<file path="config.mk">
export PLATFORM = sky130hd
export DESIGN_NAME = accum_dump
export DESIGN_NICKNAME = d
export VERILOG_FILES = /design/src/rtl/accum_dump.sv
export SDC_FILE = /design/constraint.sdc
export NUM_CORES = 1
export LEC_CHECK = 0
export CAP_MARGIN = 5
export CORE_AREA = 2 2 124 66
export DETAILED_ROUTE_END_ITERATION = 10
export DIE_AREA = 0 0 126 68
export PLACE_DENSITY_LB_ADDON = 0.05
export SYNTH_ARGS = -nofsm -noshare
export SYNTH_HDL_FRONTEND = slang
export SYNTH_SLANG_ARGS = --single-unit
</file>
<file path="constraint.sdc">
create_clock -name clk -period 7.1 [get_ports clk]
set_clock_uncertainty 0.05 [all_clocks]
set_input_delay 1.42 -clock clk [delete_from_list [all_inputs] [get_ports clk]]
set_output_delay 1.42 -clock clk [all_outputs]
set_load 0.01 [all_outputs]
</file>
<file path="src/rtl/accum_dump.sv">
// accum_dump: integrate-and-dump accumulator with a valid/ready frame result
//   clk, res               clock, synchronous active-high reset
//   in_valid/in_ready      sample handshake, in_data unsigned DW-bit sample
//   dump_len, sat_en, clr  frame length (0 acts as 1), saturate mode, frame abort
//   out_valid/out_ready    result handshake, out_data frame sum, out_ovf overflow
//   acc, busy              live running sum, frame in progress
module accum_dump #(
    parameter int DW = 4,
    parameter int AW = 8,
    parameter int CW = 8
) (
    input  logic          clk,
    input  logic          res,
    input  logic          in_valid,
    output logic          in_ready,
    input  logic [DW-1:0] in_data,
    input  logic [CW-1:0] dump_len,
    input  logic          sat_en,
    input  logic          clr,
    output logic          out_valid,
    input  logic          out_ready,
    output logic [AW-1:0] out_data,
    output logic          out_ovf,
    output logic [AW-1:0] acc,
    output logic          busy
);
    typedef enum logic {ACC, HOLD} state_t;
    state_t state_q, state_d;
    logic [AW-1:0] acc_q, acc_d, out_data_q, out_data_d, nxt;
    logic [CW-1:0] cnt_q, cnt_d, len_q, len_d, len_eff;
    logic          ovf_q, ovf_d, busy_q, busy_d, out_ovf_q, out_ovf_d, so, last;
    logic [AW:0]   sum;
    assign in_ready  = state_q == ACC;
    assign out_valid = state_q == HOLD;
    assign out_data  = out_data_q;
    assign out_ovf   = out_ovf_q;
    assign acc       = acc_q;
    assign busy      = busy_q;
    always_comb begin
        sum     = {1'b0, acc_q} + {{(AW+1-DW){1'b0}}, in_data};
        so      = sum[AW];
        nxt     = (so && sat_en) ? '1 : sum[AW-1:0];
        // frame length is latched on the first sample so mid-frame edits wait a frame
        len_eff = (cnt_q != '0) ? len_q : (dump_len == '0) ? CW'(1) : dump_len;
        last    = ({1'b0, cnt_q} + (CW+1)'(1)) == {1'b0, len_eff};
        state_d    = state_q;
        acc_d      = acc_q;
        cnt_d      = cnt_q;
        len_d      = len_q;
        ovf_d      = ovf_q;
        busy_d     = busy_q;
        out_data_d = out_data_q;
        out_ovf_d  = out_ovf_q;
        if (state_q == HOLD) begin
            if (clr || out_ready) state_d = ACC;
        end else if (clr) begin
            acc_d  = '0;
            cnt_d  = '0;
            ovf_d  = 1'b0;
            busy_d = 1'b0;
        end else if (in_valid) begin
            len_d = len_eff;
            if (last) begin
                out_data_d = nxt;
                out_ovf_d  = ovf_q | so;
                state_d    = HOLD;
                acc_d      = '0;
                cnt_d      = '0;
                ovf_d      = 1'b0;
                busy_d     = 1'b0;
            end else begin
                acc_d  = nxt;
                cnt_d  = cnt_q + CW'(1);
                ovf_d  = ovf_q | so;
                busy_d = 1'b1;
            end
        end
    end
    always_ff @(posedge clk) begin
        if (res) begin
            state_q    <= ACC;
            acc_q      <= '0;
            cnt_q      <= '0;
            len_q      <= '0;
            ovf_q      <= 1'b0;
            busy_q     <= 1'b0;
            out_data_q <= '0;
            out_ovf_q  <= 1'b0;
        end else begin
            state_q    <= state_d;
            acc_q      <= acc_d;
            cnt_q      <= cnt_d;
            len_q      <= len_d;
            ovf_q      <= ovf_d;
            busy_q     <= busy_d;
            out_data_q <= out_data_d;
            out_ovf_q  <= out_ovf_d;
        end
    end
endmodule
</file>
**Yosys cells after proc, flatten, opt, wreduce, memory -nomap -nowiden**

Cells that the tools add are included.

- Output and inout port bits: 20
- Input port bits: 18
- Logic and storage cells: 43
- Flip-flop bits (word level): 36

- Reduce and logical (&&, ||, !) cells: 8
- Equal/unequal tests: 1
- Add/sub/neg operators: 3
- Muxes and demuxes: 20
- Bitwise operators: 3

Operators by type and width:

| operator | count |
|---|---|
| 8-bit two-way mux | 9 |
| 1-bit two-way mux | 11 |
| 8-bit by 1-bit adder with 9-bit output, second input constant | 1 |
| 8-bit by 4-bit adder with 9-bit output | 1 |
| 9-bit by 8-bit == test with 1-bit output | 1 |
| 8-bit by 1-bit adder with 8-bit output, second input constant | 1 |
| 8-bit logical NOT | 1 |
| 8-bit nonzero test | 1 |
| 4-bit AND reduction | 1 |
| 3-bit AND reduction | 1 |
| 1-bit NOT | 2 |
| 2-bit AND reduction | 1 |
| 2-bit nonzero test | 1 |
| 1-bit logical AND | 1 |
| 1-bit logical OR | 1 |
| 1-bit bitwise OR | 1 |

**Logic depth before layout (Yosys ltp)**

- Word-level depth: 8
- Gate-level depth with buffers: 11
- Mapped depth without buffers: 9

**Worst setup path after synthesis**

No wires, ideal clock.

- Kind: input-to-reg
- Start point: in dump_len[4]
- End point: reg cnt_q[1]
- Setup slack: 3.781 ns
- Library setup time: 0.128 ns
- Buffers on the path: 1
- Arrival: 3.141 ns
- Data required time: 6.922 ns
- Stages on the path: 8
- Cell sequence: nor4_1 > a21oi_1 > a211o_1 > a2111oi_4 > nand4_2 > buf_2 > a32oi_1 > nor2_1

- Word-level cells in the longest chain between the ends: 7

RTL lines:

| item | RTL line | RTL |
|---|---|---|
| from (decl) | 17 | `input logic [CW-1:0] dump_len,` |
| 8-bit logical NOT | 44 | `len_eff = (cnt_q != '0) ? len_q : (dump_len == '0) ? CW'(1) : dump_len;` |
| 8-bit two-way mux * (2 in a row) | 44 |  |
| 9-bit by 8-bit == test with 1-bit output * | 45 | `last = ({1'b0, cnt_q} + (CW+1)'(1)) == {1'b0, len_eff};` |
| 8-bit two-way mux * | 63 | `if (last) begin` |
| 8-bit two-way mux * | 61 | `end else if (in_valid) begin` |
| 8-bit two-way mux * | 56 | `end else if (clr) begin` |
| to (signal assigned) | 92 | `cnt_q <= cnt_d;` |
| to (decl) | 30 | `logic [CW-1:0] cnt_q, cnt_d, len_q, len_d, len_eff;` |

Every way passes the cells marked *; elsewhere a longest branch is shown, timed or not. The select of a mux whose other input is x is not followed.
A chain may end at the register's enable or synchronous reset.

**Final worst setup path**

- Start point: in dump_len[4]
- End point: reg out_ovf_q (netlist: out_ovf)

- Word-level cells in the longest chain between the ends: 5

RTL lines:

| item | RTL line | RTL |
|---|---|---|
| 8-bit logical NOT | 44 |  |
| 8-bit two-way mux * (2 in a row) | 44 |  |
| 9-bit by 8-bit == test with 1-bit output * | 45 |  |
| 4-bit AND reduction (no line) * | -- |  |
| to (signal assigned) | 97 | `out_ovf_q <= out_ovf_d;` |
| to (decl) | 31 | `logic ovf_q, ovf_d, busy_q, busy_d, out_ovf_q, out_ovf_d, so, last;` |

Every way passes the cells marked *; elsewhere a longest branch is shown, timed or not.

==> results.py <==
metrics = {
    "logic_synthesis": {
        "synth_mux_area_frac": 0,
        "synth_top_family_by_area": "simple AND/OR/NAND/NOR gates",
        "synth_xor_area_frac": 0.02836,
        "async_reset_ff_frac": 0,
        "syn_area_um2": 2162,
        "seq_area_frac_synth": 0.3333,
        "avgSynthCellArea_um2": 8.098,
        "yosys.area_share.simple": 0.2749,
        "ys_types": 53,
        "syn_inst": 267,
        "yosys_warnings": 0,
        "ys_ff_latch": 36,
        "synthAdderAreaFrac": 0.04398,
        "synth-compound-area-share": 0.2581,
        "synth_edf_count": 0,
        "ys.flop_type": "dfxtp_1",
        "synth_fp_nets": 292,
    },
    "setup_path": {
        "reg2regPathDepth": 9,
        "cpPeakStageDelay_ns": 0.65,
        "cp-end-kind": "register",
        "cp_num_buf_inv": 1,
        "worstPathArrival_ns": 4.52,
        "start_kind": "input pin",
        "path_delay_family": "simple AND/OR/NAND/NOR gates",
        "critPathRequiredTime_ns": 7.20,
        "critical_path_class": "in2reg",
        "path_cells": "clkdlybuf4s50_1, nor4_1, a21oi_1, a211o_1, a2111oi_4, nand4_2, nor2_1, a311oi_1",
        "cp.depth": 8,
        "cp_slowest_cell": "nand4_2",
        "path_max_fanout": 26,
    },
    "timing": {
        "setup_viol": 0,
        "setup_tns_ns": 0,
        "finalHoldViolCount": 0,
        "fmax_ghz": 0.2263,
        "slew_viol_final": 0,
        "rsz0062_at_grt": "false",
        "fin_ws_ns": 2.680,
        "min_period_over_period": 0.6225,
        "relSlewSlack": 0.2274,
        "period_needed_ns": 4.420,
        "worst_pin_slew_ns": 1.156,
    },
    "finish": {
        "area_delta_synth_final_pct": 26.79,
        "antenna_cells": 0,
        "multiInputGateArea_um2": 1313,
        "n_fill_cell": 809,
        "layout_common_cells": "clkdlybuf4s50_1, dfxtp_1, nand2_1, a21oi_1, nand3_1",
        "drive_gt1_frac": 0.08361,
        "regArea_um2": 720.7,
        "final_nets": 323,
        "layout_commonest_cell": "clkdlybuf4s50_1",
        "fin_area_um2": 2741,
    },
    "route": {
        "vias": 2044,
        "drc_errors": 0,
        "top_layer": "met4",
        "dr_wl_met3_um": 439,
        "via_per_inst": 5.123,
        "wirelength_um": 6228,
        "dr.pass1.iters": 4,
        "drt_iter0_drc": 181,
        "wl_per_cell_um": 15.61,
        "routed-wl-met2_um": 2195,
        "final_antenna_net_count": 0,
        "m1WireLength_um": 3548,
    },
    "pwr": {
        "p_int_w": 0.0004027,
        "vdd_ir_drop_max_v": 0.0001134,
        "powerDensity_nw_per_um2": 195.4,
        "p_switching_w": 0.0001329,
        "seqPwrFrac": 0.392,
        "p_comb_frac": 0.131,
        "p_total_w": 0.0005356,
        "p_sw_frac": 0.2481,
        "leakagePower_nw": 0.9776,
        "clockPowerShare": 0.477,
    },
    "hold_path": {
        "holdPathStages": 2,
        "hold_class": "reg2reg",
    },
    "clock_tree": {
        "ctsHoldBuffers": 0,
        "cts_resized": 0,
        "cts_tree": "done",
        "cts_root_buf": "clkbuf_16",
        "clk_latency_ns": 0.28,
        "clk_pin_slew_ns": 0.06,
        "postCtsSetupRepairBufs": 0,
        "cts.path.max_buffers": 2,
        "clock-sinks": 36,
        "cts_buffers": 5,
        "htreeDepth": 2,
    },
    "floorplan": {
        "fp.dieW_um": 126,
        "core_um2": 7597,
        "io_pins": 38,
        "initial_utilization": 0.2846,
        "die_area_um2": 8568,
        "fp-row-count": 23,
        "die_y_um": 68,
    },
    "global_routing": {
        "grt_max_degree": 38,
        "grt_first_pass_wirelength_um": 10030,
        "first_global_vias": 1848,
        "grt_util_all_layers": 0.1518,
        "antenna_found_initial": 0,
        "grt_overflow": 0,
    },
    "placed_design": {
        "dp_slack_ns": 2.421,
        "portBuffers": 37,
        "place_congestion": 0.8025,
        "placed_cell_area_um2": 2574,
        "place_hpwl_um": 4465,
    },
    "run_status": {
        "status": "completed",
    },
    "job": {
        "drv_cap": 0,
    },
}
per-layer routing:
layer | up-vias | track usage
met1 | 928 | 0.2492
met2 | 54 | 0.1868
met4 | 0 | 0.04121
met5 | - | 0
li1 | 1057 | -
met3 | 5 | 0.03206
power by group through the flow:
stage | clock network [W] | registers, W | logic, W
after detailed placement | 0 | 0.000215 | 0.0000702
after CTS | 0.000262 | 0.000210 | 0.0000704
after floorplan | 0 | 0.000214 | 0.0000456
after global routing | 0.000268 | 0.000211 | 0.0000778
final | 0.000256 | 0.000210 | 0.0000701
after global placement | 0 | 0.000215 | 0.0000709
registers in the layout (all words and copies together) (netlist names):
signal and count:
acc 8, cnt_q 8, len_q 8, out_data 8, busy 1, out_ovf 1, out_valid 1, ovf_q 1
cells in the mapped netlist, drive strengths merged, types with 6 or more instances:
cell type / n / area share
dfxtp: 36 / 0.33
nand2: 35 / 0.061
a21oi: 30 / 0.069
nand3: 19 / 0.044
nor2: 16 / 0.028
o21ai: 15 / 0.035
buf: 9 / 0.034
a32oi: 7 / 0.028
clkbuf: 7 / 0.017
nand4: 7 / 0.026
ha: 6 / 0.035
inv: 6 / 0.010
nor3: 6 / 0.014
per-stage QoR:
stage	hold WS [ns]	util	instances
5_1_grt	0.4321	0.3608	399
2_1_floorplan	0.3825	-	267
3_3_place_gp	0.3957	0.3388	391
6_report	0.4041	0.3608	399
4_1_cts	0.4078	0.3608	399
3_5_place_dp	0.3995	0.3388	391
kinds of logic after synthesis:
group | count (synthesis)
xor+xnor | 7
compound gates | 84
flops | 36
simple gates | 111
buf+inv | 22
fa+ha+maj | 7
worst reg2reg max path: stages (launching register included):
cell,delay [ns]
dfxtp_1,0.37
inv_1,0.12
ha_1,0.22
nor4b_2,0.94
a21boi_1,0.21
o211a_1,0.27
a311oi_1,0.44
nand4_2,0.71
nor2_1,0.48
a311oi_1,0.16
layout make-up:
cell class,count,area share
multi-input cells,209,0.4788
repair buffers,40,0.1433
clock inverters,3,0.01552
clock buffers,5,0.04564
inverters,6,0.008215
flip-flops and latches,36,0.2629
well taps,100,0.04564
worst paths after layout:
kind	from	endpoint	slack, ns
setup / recovery	dump_len[4]	out_ovf	2.68
hold / removal	len_q[2]	len_q[2]	0.40
setup reg to reg	cnt_q[0]	out_ovf	2.99
hold reg to reg	len_q[2]	len_q[2]	0.40
Note: power is estimated with default switching activity, not from simulation.
